## config.mk

```make
export PLATFORM = sky130hd
export DESIGN_NAME = uart_fifo_param
export DESIGN_NICKNAME = d
export VERILOG_FILES = /design/src/rtl/uart_fifo_param.sv
export SDC_FILE = /design/constraint.sdc
export NUM_CORES = 1
export LEC_CHECK = 0
export ABC_AREA = 0
export BUFFER_PORTS_ARGS = -buffer_cell sky130_fd_sc_hd__buf_4
export CORE_AREA = 2 2 126 128
export CTS_CLUSTER_SIZE = 40
export DETAILED_ROUTE_END_ITERATION = 10
export DIE_AREA = 0 0 128 130
export GPL_ROUTABILITY_DRIVEN = 0
export PLACE_DENSITY = 0.57
export SLEW_MARGIN = 20
export SYNTH_ARGS = -nofsm -noshare
export SYNTH_HDL_FRONTEND = slang
export SYNTH_SLANG_ARGS = --single-unit
```

## constraint.sdc

```tcl
create_clock -name i_clk -period 2.4 [get_ports i_clk]
set_input_delay 0.48 -clock i_clk [delete_from_list [all_inputs] [get_ports i_clk]]
set_output_delay 0.48 -clock i_clk [all_outputs]
set_load 0.03 [all_outputs]
```

## src/rtl/uart_fifo_param.sv

```systemverilog
// Parametrised synchronous FIFO for the UART TX/RX paths with level, thresholds and sticky errors.
// Define UART_FIFO_FWFT_EN for first-word fall-through reads; default is a registered read.
module uart_fifo_param #(
   parameter int unsigned DATA_W    = 8,
   parameter int unsigned DEPTH     = 16,
   parameter int unsigned AF_THRESH = DEPTH - 2,
   parameter int unsigned AE_THRESH = 2
) (
   input  logic                    i_clk,
   input  logic                    i_rst,
   input  logic                    i_clr,
   input  logic [DATA_W-1:0]       i_data_in,
   input  logic                    i_wr_en,
   input  logic                    i_rd_en,
   output logic [DATA_W-1:0]       o_data_out,
   output logic                    o_rd_valid,
   output logic                    o_full,
   output logic                    o_empty,
   output logic                    o_almost_full,
   output logic                    o_almost_empty,
   output logic [$clog2(DEPTH):0]  o_level,
   output logic                    o_overflow,
   output logic                    o_underflow
);

   localparam int unsigned AW = $clog2(DEPTH);
   localparam int unsigned LW = AW + 1;
   localparam logic [LW-1:0] FULL_L = LW'(DEPTH);
   localparam logic [LW-1:0] AF_L   = LW'(AF_THRESH);
   localparam logic [LW-1:0] AE_L   = LW'(AE_THRESH);

   logic [DATA_W-1:0] r_mem [DEPTH];
   logic [AW-1:0]     r_wr_ptr;
   logic [AW-1:0]     r_rd_ptr;
   logic [LW-1:0]     r_level;
   logic              r_full;
   logic              r_empty;
   logic              r_af;
   logic              r_ae;
   logic              r_ovf;
   logic              r_udf;
`ifndef UART_FIFO_FWFT_EN
   logic [DATA_W-1:0] r_data_out;
   logic              r_rd_valid;
`endif

   logic              w_wr_acc;
   logic              w_rd_acc;
   logic [LW-1:0]     w_level_nxt;

   // Acceptance uses the registered pre-edge flags: no bypass when full or empty.
   assign w_wr_acc = i_wr_en & ~r_full;
   assign w_rd_acc = i_rd_en & ~r_empty;

   always_comb begin
      w_level_nxt = r_level;
      if (w_wr_acc && !w_rd_acc) begin
         w_level_nxt = r_level + LW'(1);
      end else if (!w_wr_acc && w_rd_acc) begin
         w_level_nxt = r_level - LW'(1);
      end
   end

   always_ff @(posedge i_clk) begin
      if (!i_rst && !i_clr && w_wr_acc) begin
         r_mem[r_wr_ptr] <= i_data_in;
      end
   end

   always_ff @(posedge i_clk) begin
      if (i_rst) begin
         r_wr_ptr   <= '0;
         r_rd_ptr   <= '0;
         r_level    <= '0;
         r_full     <= 1'b0;
         r_empty    <= 1'b1;
         r_af       <= (AF_THRESH == 0);
         r_ae       <= 1'b1;
         r_ovf      <= 1'b0;
         r_udf      <= 1'b0;
`ifndef UART_FIFO_FWFT_EN
         r_data_out <= '0;
         r_rd_valid <= 1'b0;
`endif
      end else if (i_clr) begin
         // Flush keeps the sticky errors and the last output word.
         r_wr_ptr   <= '0;
         r_rd_ptr   <= '0;
         r_level    <= '0;
         r_full     <= 1'b0;
         r_empty    <= 1'b1;
         r_af       <= (AF_THRESH == 0);
         r_ae       <= 1'b1;
`ifndef UART_FIFO_FWFT_EN
         r_rd_valid <= 1'b0;
`endif
      end else begin
         if (w_wr_acc) begin
            r_wr_ptr <= r_wr_ptr + AW'(1);
         end
         if (w_rd_acc) begin
            r_rd_ptr <= r_rd_ptr + AW'(1);
         end
         r_level <= w_level_nxt;
         r_full  <= (w_level_nxt == FULL_L);
         r_empty <= (w_level_nxt == '0);
         r_af    <= (w_level_nxt >= AF_L);
         r_ae    <= (w_level_nxt <= AE_L);
         if (i_wr_en && r_full) begin
            r_ovf <= 1'b1;
         end
         if (i_rd_en && r_empty) begin
            r_udf <= 1'b1;
         end
`ifndef UART_FIFO_FWFT_EN
         r_rd_valid <= w_rd_acc;
         if (w_rd_acc) begin
            r_data_out <= r_mem[r_rd_ptr];
         end
`endif
      end
   end

`ifdef UART_FIFO_FWFT_EN
   assign o_data_out = r_mem[r_rd_ptr];
   assign o_rd_valid = ~r_empty;
`else
   assign o_data_out = r_data_out;
   assign o_rd_valid = r_rd_valid;
`endif

   assign o_full         = r_full;
   assign o_empty        = r_empty;
   assign o_almost_full  = r_af;
   assign o_almost_empty = r_ae;
   assign o_level        = r_level;
   assign o_overflow     = r_ovf;
   assign o_underflow    = r_udf;

endmodule

```

==> metrics, run 1 <==
clk_skew 0.007732 ns; Synth Area in Compound Gates 0.05421; Slew HR 0.5136; Max Slew Vio Count 0; die span in y 130 um; first-pass GRT wire length around 20 mm; Pwr Density just under 800 mW/mm^2; TritonCTS clock tree done; Final min period 2.031 ns; Synth Area in Adders 0.01427; Sw Ratio 0.2019; TritonCTS Buffers 17; area grow syn2layout 19.07%; hold depth 3; Cells after Synth roughly 360; HPWL Detailed 8.192 mm; reg2reg setup slack 0.37 ns; worst-margin pin slew 0.7269 ns; XOR/XNOR share of the synthesized area 0.01406; multiplexer share of the synthesized area 0.1174; Worst EP required 2.74 ns; VDD IR max 482.4 uV; detailed-route via count ~3.3k; R2R Path Start o_level[0]$_SDFF_PP0_; Max-Cap Viols 0; synthesized flop and latch total 156; largest net degree at the start of global routing 36; clk_lat worst skew 0.42 ns; Post-Syn Nets approximately 380; first drt pass iteration count 5; Top FF cell, synth edfxtp_1; Pleak 2.427 nW; Area after DPL 0.006730 sq mm; fin crit share 0.8464; EDFF count, synth 128; worst-path cell chain inv_1, ha_1, inv_2, or4_4, o22ai_2, xor2_2, nor4b_4; WP buf/inv 2; H-tree Lvls 4; largest family of logic cells by synthesized area multiplexers; Critical Path Max Stage Delay 0.52 ns; I/O pins 33; Die Width 128 um; final setup vio count 0; WL per Instance 20.55 um; CP endpoint kind flip-flop; Synth Cell Area about 0.006 sq mm; initial antenna violation count 0; Crit Path Max Fanout 10; Post-synth ARST share 0; share of layout cells above drive strength 1 0.2810; DP Worst Slack 0.3454 ns; Hold Path Class in -> reg; cell taking the most area after synthesis edfxtp_1; Setup WS post-layout 0.3686 ns; CP top delay family simple AND/OR/NAND/NOR gates; Ys Warns 0; drt drc 0; Resized cells post-CTS 0; hold_sp i_wr_en; cts-stage hold buffer count 0; Clk Tree Root Cell clkbuf_16; final core utilization 0.4740; r2r endpoint o_full$_SDFF_PP0_; hold path endpoint o_overflow$_SDFFE_PP0P_; grt ovf 0; most instantiated library cell after synthesis edfxtp_1; Flop pwr share 0.509; post-CTS setup buffers 0; sequential area share after synthesis 0.7173; Yosys cell types 43; final instance area 0.007311 sq mm; crit path DAT 2.37 ns; core region area 0.01542 sq mm; setup_tns 0 ns; slowest CP cell or4_4; Clock Sink Count around 160; list of most frequent post-synthesis cells edfxtp_1, nor2_1, mux4_2; die area 0.01664 sq mm; crit path kind reg -> reg; Initial DRC Count 153; initial core utilization 0.3980; combinational share of power 0.036; Final Hold Viols 0; fillcell total 1,296; Routed WL 12.72 mm; internal power 4.637 mW; Synth Area in Simple Gates 0.06399; IO Port Bufs 32; Post-DRT Antenna Nets 0; Worst R2R Path Depth 7; run status finished clean; nets@finish around 440; n_diodes 0; Bufs on Longest Clock Path 2; crit path launch type flip-flop; Syn Area/Cell roughly 17 sq um; vias in the first global route 3,301; FP Rows 46; Via density between 5 and 6; Psw 1.173 mW; clock group share of total power 0.456; Achievable Freq 0.4923 GHz; Synth area leaders edfxtp_1, mux4_2, dfxtp_1; Yosys top cell area share 0.6260; clock slew at reported path FFs around 0.06 ns; worst hold slack 0.3142 ns; GRT Overall Usage 0.1658; RSZ-0062 raised after global routing no
[per-stage QoR]
step                cells  power [mW]
CTS                   619       5.862
global route          619       6.001
detailed placement    588       3.220
global placement      588       3.215
finish                619       5.810
floorplan             359       3.124
[cells by family (layout without fill, tap and decap cells)]
logic type               count (synthesis)  after routing
adder cells (fa/ha/maj)                  7              7
buffers and inverters                   25             93
XOR/XNOR                                 9              9
AND/OR/NAND/NOR                         80             80
multiplexers                            32             32
AO/OA/AOI/OAI                           50             50
flip-flops                             156            156
[flip-flops by register name, summed over array words and instances (netlist names)]
| name | cells |
|---|---|
| o_almost_full | 1 |
| o_empty | 1 |
| o_level | 5 |
| o_overflow | 1 |
| o_rd_valid | 1 |
| o_underflow | 1 |
| r_mem | 128 |
| r_wr_ptr | 4 |
| o_data_out | 8 |
| o_full | 1 |
| r_rd_ptr | 4 |
| o_almost_empty | 1 |
[metal layers]
layer | part of all wire | wire, um | GRT usage
met1 | 0.45 | 5776 | 0.2276
met2 | 0.49 | 6289 | 0.2551
met3 | 0.042 | 538 | 0.04920
met4 | 0.0090 | 114 | 0.05753
met5 | 0 | 0 | 0
[area by class of cell]
class                      count  area, sq um  area share
sequential                   156         4405      0.6026
multi-input combinational    178         1620      0.2216
timing repair buffer          55        437.9     0.05990
clock buffer                  19        432.9     0.05922
tap                          192        240.2     0.03286
clock inverter                12        147.6     0.02020
inverter                       7        26.28    0.003594
[power groups by stage]
| stage | registers, mW | logic, mW | clock network, mW |
|---|---|---|---|
| 2_1_floorplan | 3.03 | 0.0984 | 0 |
| 3_3_place_gp | 3.01 | 0.203 | 0 |
| 3_5_place_dp | 3.01 | 0.208 | 0 |
| 4_1_cts | 2.95 | 0.209 | 2.70 |
| 5_1_grt | 2.96 | 0.227 | 2.82 |
| 6_report | 2.96 | 0.207 | 2.65 |
[placed cells by master, fill, tap and decap left out, types with 4 or more instances in the layout]
| master | count |
|---|---|
| dfxtp_1 | 27 |
| xor2_1 | 5 |
| a22oi_1 | 16 |
| nor2b_1 | 4 |
| ha_1 | 7 |
| buf_4 | 53 |
| edfxtp_1 | 128 |
| nor3_1 | 4 |
| nor2_1 | 39 |
| mux4_2 | 32 |
| inv_1 | 6 |
| nand4_1 | 4 |
| nand2_1 | 14 |
| and2_1 | 5 |
| a21oi_1 | 19 |
| clkbuf_16 | 17 |
[how the worst max path moves through the flow]
stage / depth (start not counted) / startpoint / endpoint
after floorplan: 8 / o_level[0]$_SDFF_PP0_ / o_full$_SDFF_PP0_
after detailed placement: 6 / i_wr_en / o_almost_empty$_SDFF_PP1_
after global placement: 6 / i_wr_en / o_full$_SDFF_PP0_
after global routing: 7 / o_level[0]$_SDFF_PP0_ / o_almost_empty$_SDFF_PP1_
after CTS: 7 / o_level[0]$_SDFF_PP0_ / o_almost_empty$_SDFF_PP1_
final: 7 / o_level[0]$_SDFF_PP0_ / o_full$_SDFF_PP0_
[tightest hold or removal path: cells and delay by family]
kind | cells | cell delay, ns
AND/OR/NAND/NOR | 1 | 0.07
AO/OA/AOI/OAI | 1 | 0.06
buffers and inverters | 1 | 0.09
Power figures use the tool's default switching activity.
==> run 2: changes to the inputs <==
PLACE_DENSITY = 0.6   (was 0.57)
clock period = 1.8 ns   (was 2.4 ns; I/O delays follow)
==> metrics, run 2 (synthesis gave the netlist of run 1 again) <==
Crit Path Max Fanout 5; Initial DRC Count between 150 and 200; WL per Instance 19.56 um; most common cell after layout, fill and taps aside edfxtp_1; clock slew at reported path FFs 0.06 ns; Via density 5.162; met3 WL 466 um; first drt pass iteration count 4; final setup vio count 0; IO Port Bufs 32; worst-margin pin slew around 0.83 ns; Total Power 7.769 mW; final std cells w/o fill about 640; H-tree Lvls 4; Max-Cap Viols 0; crit path kind reg -> reg; hold_sp i_wr_en; cts-stage hold buffer count 0; Top Metal Used met4; vias in the first global route 3,410; CP endpoint kind flip-flop; detailed-route via count 3,314; RSZ-0062 raised after global routing yes; worst hold slack 0.2129 ns; crit path DAT 2.07 ns; internal power just over 6 mW; Clk Tree Root Cell clkbuf_16; drt drc 0; largest net degree at the start of global routing 22; core region area 0.01542 sq mm; share of layout cells above drive strength 1 0.3467; GRT Overall Usage 0.1637; die span in y ~130 um; Pwr Density 1024 mW/mm^2; run status finished clean; largest reg by FF count r_mem; TritonCTS clock tree done; met1 wire length roughly 5.8 mm; first-pass GRT wire length 19.71 mm; die area 0.01664 sq mm; VDD IR max 659.2 uV; Area after DPL 0.006895 sq mm; combinational share of power 0.040; R2R Path Start o_empty$_SDFF_PP1_; initial core utilization 0.3980; TritonCTS Buffers 17; Inst Count DP 604; I/O pins 33; Psw ~1.6 mW; Achievable Freq between 0.5 and 0.6 GHz; clk_lat worst skew 0.42 ns; FP Rows 46; HPWL Detailed roughly 8.5 mm; initial antenna violation count 0; clk_skew 0.006624 ns; met2 routed WL 6.132 mm; Slew HR 0.4463; Seq. cell area ~0.0044 sq mm; Clock Sink Count 156; Pleak between 2 and 3 nW; fin crit share 0.9670; area grow syn2layout 23.60%; Final min period 1.741 ns; grt ovf 0; fillcell total 1,297; nets@finish 457; Final Hold Viols 0; Bufs on Longest Clock Path 2; crit path launch type flip-flop; area of the multi-input gates 0.001687 sq mm; Routed WL 12.56 mm; Max Slew Vio Count 0; Flop pwr share 0.507; Sw Ratio 0.2001; most frequent cells in the layout edfxtp_1, buf_4, nor2_1; n_diodes 0; Die Width about 130 um; Hold Path Class in -> reg; Post-DRT Antenna Nets 0; Worst setup startpoint o_empty$_SDFF_PP1_; final instance area 0.007589 sq mm; Worst EP required 2.12 ns; max reg flops around 130; clock group share of total power 0.453
## run 2: cell count changes in the layout (fill, tap and decap cells not counted), moves of 2 or more
| cell | change |
|---|---|
| a22oi_1 | -7 |
| inv_1 | -2 |
| dfxtp_4 | +3 |
| a22oi_2 | +7 |
| dfxtp_1 | -4 |
| buf_4 | +20 |
## run 2: metrics by stage
stage / util / setup WS, ns / TNS, ns
floorplan: - / -0.05248 / -0.05248
global placement: 0.4470 / -0.04030 / -0.04586
detailed placement: 0.4470 / -0.06922 / -0.1799
CTS: 0.4862 / 0.008333 / 0
global route: 0.4920 / -0.05304 / -0.2128
finish: 0.4920 / 0.05939 / 0
## run 2: cell type report
cell class / instances / share of cell area
Sequential cell: 156 / 0.5822
Multi-Input combinational cell: 178 / 0.2223
Timing Repair Buffer: 77 / 0.08343
Clock buffer: 20 / 0.05754
Tap cell: 192 / 0.03166
Clock inverter: 12 / 0.01913
Inverter: 7 / 0.003792
## run 2: power groups by stage
stage	clock, mW	combinational, mW	sequential [mW]
5_1_grt	3.75	0.343	3.94
4_1_cts	3.59	0.305	3.94
2_1_floorplan	0	0.140	4.03
6_report	3.52	0.311	3.94
3_3_place_gp	0	0.295	4.01
3_5_place_dp	0	0.302	4.01
## run 2: metal layers
layer / track usage / up-vias
met5: 0 / -
met2: 0.2551 / 64
met3: 0.03895 / 12
met1: 0.2223 / 1674
li1: - / 1564
met4: 0.07111 / 0
## run 2: repair_timing
action	CTS	global route
buffers inserted	3	2
pin swaps	0	2
cloned	0	1
setup endpoints to repair	1	11
gates resized for setup	0	10
## run 2: worst max-delay path: stages (launching register included)
cell and delay [ns]:
dfxtp_4 0.36, nand2b_4 0.14, or4_4 0.53, o22ai_4 0.21
xor2_4 0.21, nor4b_4 0.20
## run 2: final timing paths
kind / to / slack (ns) / cells after the start
worst min-delay path: o_overflow$_SDFFE_PP0P_ / 0.21 / 3
worst max register to register: o_full$_SDFF_PP0_ / 0.06 / 5
worst min register to register: o_underflow$_SDFFE_PP0P_ / 0.48 / 2
worst max-delay path: o_full$_SDFF_PP0_ / 0.06 / 5
